==> src/rtl/simple_lc3.sv <==
// simple_lc3: multi-cycle LC-3 subset core driving one word-addressed memory port.
// Every instruction starts with FETCH/FETCH_W/DECODE/EXEC; memory ops add wait-state pairs.
module simple_lc3 #(
    parameter logic [15:0] RESET_PC = 16'h3000
) (
    input  logic        clock,
    input  logic        reset,
    output logic [15:0] addr,
    output logic [15:0] din,
    input  logic [15:0] dout,
    output logic        rd,
    input  logic        complete
);
    typedef enum logic [3:0] {
        FETCH, FETCH_W, DECODE, EXEC, IND, IND_W, READ, READ_W, STORE, STORE_W
    } state_t;
    state_t      state_q, state_d;
    logic [15:0] pc_q, pc_d, ir_q, ir_d, mar_q, mar_d;
    logic [2:0]  cc_q, cc_d;
    logic [15:0] r_q [8];
    logic        wr_en;
    logic [15:0] wr_val;
    logic [15:0] sr1, sr2, imm5, off6, off9, pc_off9, base_off6;
    assign sr1       = r_q[ir_q[8:6]];
    assign sr2       = r_q[ir_q[2:0]];
    assign imm5      = {{11{ir_q[4]}}, ir_q[4:0]};
    assign off6      = {{10{ir_q[5]}}, ir_q[5:0]};
    assign off9      = {{7{ir_q[8]}}, ir_q[8:0]};
    assign pc_off9   = pc_q + off9;
    assign base_off6 = sr1 + off6;
    assign rd   = state_q != STORE;
    assign din  = state_q == STORE ? r_q[ir_q[11:9]] : 16'h0;
    assign addr = state_q inside {IND, IND_W, READ, READ_W, STORE, STORE_W} ? mar_q : pc_q;
    // CC tracks whatever value is written to the register file this cycle
    assign cc_d = wr_en ? {wr_val[15], wr_val == 16'h0, !wr_val[15] && wr_val != 16'h0} : cc_q;
    always_comb begin
        state_d = state_q;
        pc_d    = pc_q;
        ir_d    = ir_q;
        mar_d   = mar_q;
        wr_en   = 1'b0;
        wr_val  = 16'h0;
        case (state_q)
            FETCH:   state_d = FETCH_W;
            FETCH_W: if (complete) begin
                ir_d    = dout;
                pc_d    = pc_q + 16'd1;
                state_d = DECODE;
            end
            DECODE:  state_d = EXEC;
            EXEC: begin
                state_d = FETCH;
                case (ir_q[15:12])
                    4'b0001: begin wr_en = 1'b1; wr_val = sr1 + (ir_q[5] ? imm5 : sr2); end
                    4'b0101: begin wr_en = 1'b1; wr_val = sr1 & (ir_q[5] ? imm5 : sr2); end
                    4'b1001: begin wr_en = 1'b1; wr_val = ~sr1; end
                    4'b1110: begin wr_en = 1'b1; wr_val = pc_off9; end
                    4'b0000: if (|(ir_q[11:9] & cc_q)) pc_d = pc_off9;
                    4'b1100: pc_d = sr1;
                    4'b0010: begin mar_d = pc_off9;   state_d = READ;  end
                    4'b0110: begin mar_d = base_off6; state_d = READ;  end
                    4'b1010: begin mar_d = pc_off9;   state_d = IND;   end
                    4'b0011: begin mar_d = pc_off9;   state_d = STORE; end
                    4'b0111: begin mar_d = base_off6; state_d = STORE; end
                    4'b1011: begin mar_d = pc_off9;   state_d = IND;   end
                    default: state_d = FETCH;
                endcase
            end
            IND:     state_d = IND_W;
            IND_W:   if (complete) begin
                mar_d   = dout;
                state_d = ir_q[12] ? STORE : READ;
            end
            READ:    state_d = READ_W;
            READ_W:  if (complete) begin
                wr_en   = 1'b1;
                wr_val  = dout;
                state_d = FETCH;
            end
            STORE:   state_d = STORE_W;
            STORE_W: if (complete) state_d = FETCH;
            default: state_d = FETCH;
        endcase
    end
    always_ff @(posedge clock) begin
        if (reset) begin
            state_q <= FETCH;
            pc_q    <= RESET_PC;
            ir_q    <= 16'h0;
            mar_q   <= 16'h0;
            cc_q    <= 3'b010;
            for (int i = 0; i < 8; i++) r_q[i] <= 16'h0;
        end else begin
            state_q <= state_d;
            pc_q    <= pc_d;
            ir_q    <= ir_d;
            mar_q   <= mar_d;
            cc_q    <= cc_d;
            if (wr_en) r_q[ir_q[11:9]] <= wr_val;
        end
    end
endmodule

==> config.mk <==
export PLATFORM = sky130hd
export DESIGN_NAME = simple_lc3
export DESIGN_NICKNAME = d
export VERILOG_FILES = /design/src/rtl/simple_lc3.sv
export SDC_FILE = /design/constraint.sdc
export NUM_CORES = 1
export LEC_CHECK = 0
export ABC_AREA = 1
export CAP_MARGIN = 10
export CORE_ASPECT_RATIO = 1.1
export CORE_MARGIN = 1
export CORE_UTILIZATION = 65
export CTS_CLUSTER_SIZE = 12
export DETAILED_ROUTE_END_ITERATION = 8
export MAX_ROUTING_LAYER = met4
export PLACE_DENSITY_LB_ADDON = 0.12
export SYNTH_ARGS = -nofsm -noshare
export SYNTH_HDL_FRONTEND = slang
export SYNTH_SLANG_ARGS = --single-unit
==> constraint.sdc <==
create_clock -name clock -period 5.1 [get_ports clock]
set_input_delay 0.765 -clock clock [delete_from_list [all_inputs] [get_ports clock]]
set_output_delay 0.765 -clock clock [all_outputs]
set_load 0.02 [all_outputs]
; ---- Word-level counts from Yosys, hierarchy flattened
; Memory sizes are Yosys's and may differ from the RTL's. A register that Yosys moved wholly into a read port is not among the register bits.
; Index checks and enable logic that the tools add are counted.
[word_totals]
regBits = 55
ramBits = 128
in_bits = 19
output_inout_bits = 33
elab_cells = 98
n_memories = 1
[memory_table]
columns = memory, words, word_bits, read_ports, rd_ports_with_merged_regs, write_ports, line
row1 = r_q, 8, 16, 3, 3, 8, 20  ; logic [15:0] r_q [8];
[classes]
n_addsub = 4
eq_ne = 27
muxes = 36
bitwise_logic = 3
n_reduce_logical = 22
[ops]
columns = op, count
row1 = 16-bit case mux with 2 select lines, 5
row2 = 16-bit two-way mux, 8
row3 = 16-bit case mux with 4 select lines, 1
row4 = 16-bit adder, 3
row5 = 4-bit case mux with 9 select lines, 1
row6 = "4-bit by 3-bit == test with 1-bit output, second input constant", 7
row7 = "4-bit == test, second input constant", 7
row8 = 3-bit two-way mux, 7
row9 = "16-bit by 1-bit adder with 16-bit output, second input constant", 1
row10 = 16-bit AND, 1
row11 = "4-bit by 2-bit == test with 1-bit output, second input constant", 4
row12 = 16-bit zero test, 1
row13 = 4-bit two-way mux, 4
row14 = 16-bit NOT, 1
row15 = 16-bit nonzero test, 1
row16 = 16-bit OR reduction, 1
row17 = 4-bit case mux with 3 select lines, 1
row18 = 2-bit OR reduction, 5
row19 = "4-bit by 1-bit == test with 1-bit output, second input constant", 2
row20 = 4-bit zero test, 2
row21 = 1-bit two-way mux, 8
row22 = 4-bit OR reduction, 2
row23 = "3-bit inequality test, second input constant", 2
row24 = 3-bit AND reduction, 2
row25 = other kinds (13), 15

; ---- Depth between registers and ports, before layout
[logic_depth]
ltp_word = 9
ltp_mapped = 27
depth_no_buf = 25

; ---- Worst setup path before layout
; Ideal clock, no wire load.
[synth_path]
path_kind = register to register
startpoint = register ir_q[5]
endpoint = register cc_q[0]
setup_time_ns = 0.118
t_arrival_ns = 3.101
t_required_ns = 4.982
path_slack_ns = 1.880
stages_incl_launch_ff = 21
n_path_buf = 2
period_less_slack_ns = 3.220
path_cell_list = dfxtp_1 -> clkbuf_1 -> inv_1 -> buf_1 -> nand3_1 -> nand2_1 -> ha_1 -> fa_1 -> or2_2 -> nand3_1 -> o21ai_0 -> nor2_1 -> nand2_1 -> nand2_1 -> nand2_1 -> nor2_1 -> nand2_1 -> nor2_1 -> nand3_1 -> nor2_2 -> a21oi_1
[synth_between]
elab_chain_len = 6
elab_cells_between_ends = 9
classes_between = 2 x add/sub / 3 x mux / 1 x bitwise / 3 x reduce/logical
[synth_rtl]
columns = element, line
row1 = start: declaration, 18  ; logic [15:0] pc_q, pc_d, ir_q, ir_d, mar_q, mar_d;
row2 = start signal: assignment, 96  ; ir_q <= ir_d;
row3 = 16-bit two-way mux, "54, 55"
row4 = 16-bit adder / 16-bit AND (equally long branches), "54, 55"
row5 = 16-bit case mux with 4 select lines *, 53  ; case (ir_q[15:12])
row6 = 16-bit case mux with 2 select lines *, 43  ; case (state_q)
row7 = 16-bit nonzero test / 1-bit zero test (equally long branches), 35  ; assign cc_d = wr_en ? {wr_val[15], wr_val == 16'h0, !wr_val[15] && wr_val != 16'h0} : cc_q;
row8 = 1-bit logical AND *, 35
row9 = end signal: assignment, 91  ; cc_q <= 3'b010;
row10 = end signal: assignment, 98  ; cc_q <= cc_d;
row11 = end: declaration, 19  ; logic [2:0] cc_q, cc_d;
; Mark *: on every way between the ends. The rest lies on a longest branch, timed or not.
; A chain may end at the register's enable or synchronous reset.

==> results.json <==
{
  "status": "finished, violations left",
  "failed_checks": "DRC",
  "wl_per_cell_um": 21.4,
  "p_int_mw": 2.86,
  "fin_hold_ws_ns": 0.469,
  "place_ws_ns": 0.895,
  "finalSetupViolCount": 0,
  "place_congestion": 1.01,
  "n_fill_cell": 1856,
  "ys_seq_area_share_pct": 34.4,
  "crit_top_cell": "o21ai_0",
  "worstPathCellList": "buf_4, nand2_1, nand3_1, o21ai_0, o21ai_0, inv_1, ha_1, a21oi_1, o21ai_0, a21oi_1, nand3_1, nand3_1, nand3_2, a21oi_4, nand2_1, o21ai_0, nand2_1, a21oi_1",
  "synth-edff-count": 128,
  "tightest_slew_ns": 1.14,
  "area_growth_pct": 8.32,
  "gr-total-overflow": 0,
  "layout_setup_ws_ns": 0.689,
  "grt_setup_unrepaired": "false",
  "grt_max_degree": 80,
  "fin_tns_setup_ns": 0,
  "synth_seq_cells": 192,
  "finalWirelength_mm": 53.6,
  "holdBufCountCts": 0,
  "clk_latency_ns": 0.46,
  "switchingPower_mw": 1.86,
  "ys_warn_count": 0,
  "clkSlewWorstSetupHoldPaths_ns": 0.09,
  "clockBufferDepth": 2,
  "track_usage_pct": 46.5,
  "syn-num-nets": 2272,
  "cap_viol_max_count": 0,
  "final_cell_mix": "471 x nand2_1, 285 x inv_1, 281 x nor2_1",
  "grt_pass1_vias": 14500,
  "cts_resized": 0,
  "syn_area_um2": 14900,
  "worst_setup_path_start_kind": "register",
  "ctsHtreeMaxLevel": 4,
  "final_core_util_pct": 72.5,
  "synth_top_area_cell": "edfxtp_1",
  "drt-initial-drc-count": 2729,
  "timing.final.crit_share_pct": 86.5,
  "ant_nets": 0,
  "power.density_nw_per_um2": 293,
  "drive_gt1_share_pct": 5.25,
  "min_period_ns": 4.41,
  "crit_path_end_kind": "register",
  "clock-root-buffer": "clkbuf_16",
  "finalMaxSlewViolations": 0,
  "post_cts_buffers": 0,
  "start_util_pct": 66.9,
  "numClockSinks": 192,
  "cts_tree": "built",
  "synth.avg_cell_area_um2": 6.76,
  "min_delay_path_depth": 2,
  "postPlaceCellArea_um2": 15500,
  "async_reset_ff_share_pct": 0,
  "ff2ff_path_depth": 18,
  "ir_worst_vdd_v": 0.000266,
  "fmax_ghz": 0.227,
  "fin_area_um2": 16100,
  "io_pins": 52,
  "routed_via_density": 6.44,
  "fin_skew_ns": 0.0155,
  "nNetsFinal": 2265,
  "max_slew_margin_pct": 23.9,
  "dp_hpwl_mm": 37.4,
  "synth_top_flop_cell": "edfxtp_1",
  "slowest_stage": "dfxtp_4",
  "synth_top_area_share_pct": 25.8,
  "cts_made_buffers": 17,
  "cp_max_fo": 58,
  "io_buffer_count": 51,
  "leakage_nw": 6.92,
  "final-hold-violation-count": 0,
  "drc_errors": 1,
  "syn_inst": 2203,
  "core_region_area_um2": 22300,
  "antenna_cells": 0,
  "grt_pass1_wl_mm": 80.9,
  "combPwrFrac_pct": 30.7,
  "crit_type": "register to register",
  "drt_pass1_iterations": 8,
  "via_count": 16100,
  "die_w_um": 146,
  "rows": 57,
  "swShare_pct": 39.5,
  "die-area_um2": 23500,
  "min_path_type": "register to register",
  "antenna_found_initial": 0,
  "seqPwrFrac_pct": 38.2,
  "pwr-share-clk_pct": 31.1,
  "die_h_um": 161,
  "crit_arrival_ns": 4.79,
  "critPathMaxStageDelay_ns": 0.67,
  "ys_top_cells_by_area": "edfxtp_1 26%, nand2_1 12%, dfxtp_1 8.6%",
  "crit_required_ns": 5.48,
  "final_common_cell": "nand2_1",
  "yosysUniqueCellTypes": 55
}
## cell usage after synthesis (all sizes together), types with 9 or more instances
cell	instances
nand3	169
a31oi	20
nor2	289
o21ai	226
edfxtp	128
nand2	484
inv	291
buf	44
ha	47
o221ai	9
o211ai	76
nor3	10
dfxtp	64
clkbuf	65
a21oi	200
nand4	12
## metal layers
metal,global-route usage [%],share of wire [%],up-vias
li1,-,-,7358
met5,-,0,-
met2,65.3,42,1306
met3,11.1,16,202
met4,23.7,5.3,0
met1,62.2,38,7268
## flip-flops by register name, summed over array words and instances, names as in the netlist, named ones only
name,count
cc_q,3
ir_q,16
mar_q,16
pc_q,16
r_q,128
state_q,4
## power by group through the flow
stage               clock network, mW  registers, mW  logic (mW)
global route                     1.50           1.81        1.56
global placement                    0           1.83        1.35
detailed placement                  0           1.83        1.37
floorplan                           0           1.79       0.988
finish                           1.47           1.80        1.45
CTS                              1.46           1.80        1.38
## critical path: cells and delay by family (launching register included)
family / cells / cell delay, ns
compound gates: 8 / 1.78
flops: 1 / 0.67
fa+ha+maj: 1 / 0.38
buf+inv: 2 / 0.78
simple gates: 7 / 0.72
## stage by stage
stage | instances | power (mW)
after floorplan | 2203 | 2.78
after global placement | 2472 | 3.18
after detailed placement | 2472 | 3.21
after CTS | 2504 | 4.64
after global routing | 2504 | 4.88
final | 2504 | 4.72
## area by class of cell
cell class / instances / area (um^2) / share of cell area (%)
Clock buffer: 17 / 425 / 2.64
Clock inverter: 15 / 213 / 1.32
Inverter: 296 / 1110 / 6.89
Multi-Input combinational cell: 1606 / 8120 / 50.4
Sequential cell: 192 / 5130 / 31.8
Tap cell: 295 / 369 / 2.29
Timing Repair Buffer: 83 / 751 / 4.65
## path summary, 6_finish.rpt
path / start / to / slack, ns
max: register / cc_q[0]$_SDFFE_PP0P_ / 0.69
min: mar_q[8]$_SDFFE_PP0P_ / mar_q[8]$_SDFFE_PP0P_ / 0.47
max reg2reg: register / cc_q[0]$_SDFFE_PP0P_ / 0.69
min reg2reg: mar_q[8]$_SDFFE_PP0P_ / mar_q[8]$_SDFFE_PP0P_ / 0.47
## kinds of logic (layout without fill, tap and decap cells)
logic type / count (synthesis) / in the layout / share of synthesized area, %
flops: 192 / 192 / 34.4
fa+ha+maj: 50 / 50 / 4.35
mux: 4 / 4 / 0.302
compound gates: 563 / 563 / 21.5
xor+xnor: 8 / 8 / 0.471
simple gates: 981 / 981 / 27.8
buf+inv: 405 / 411 / 11.1
Note: power is estimated with default switching activity, not from simulation.
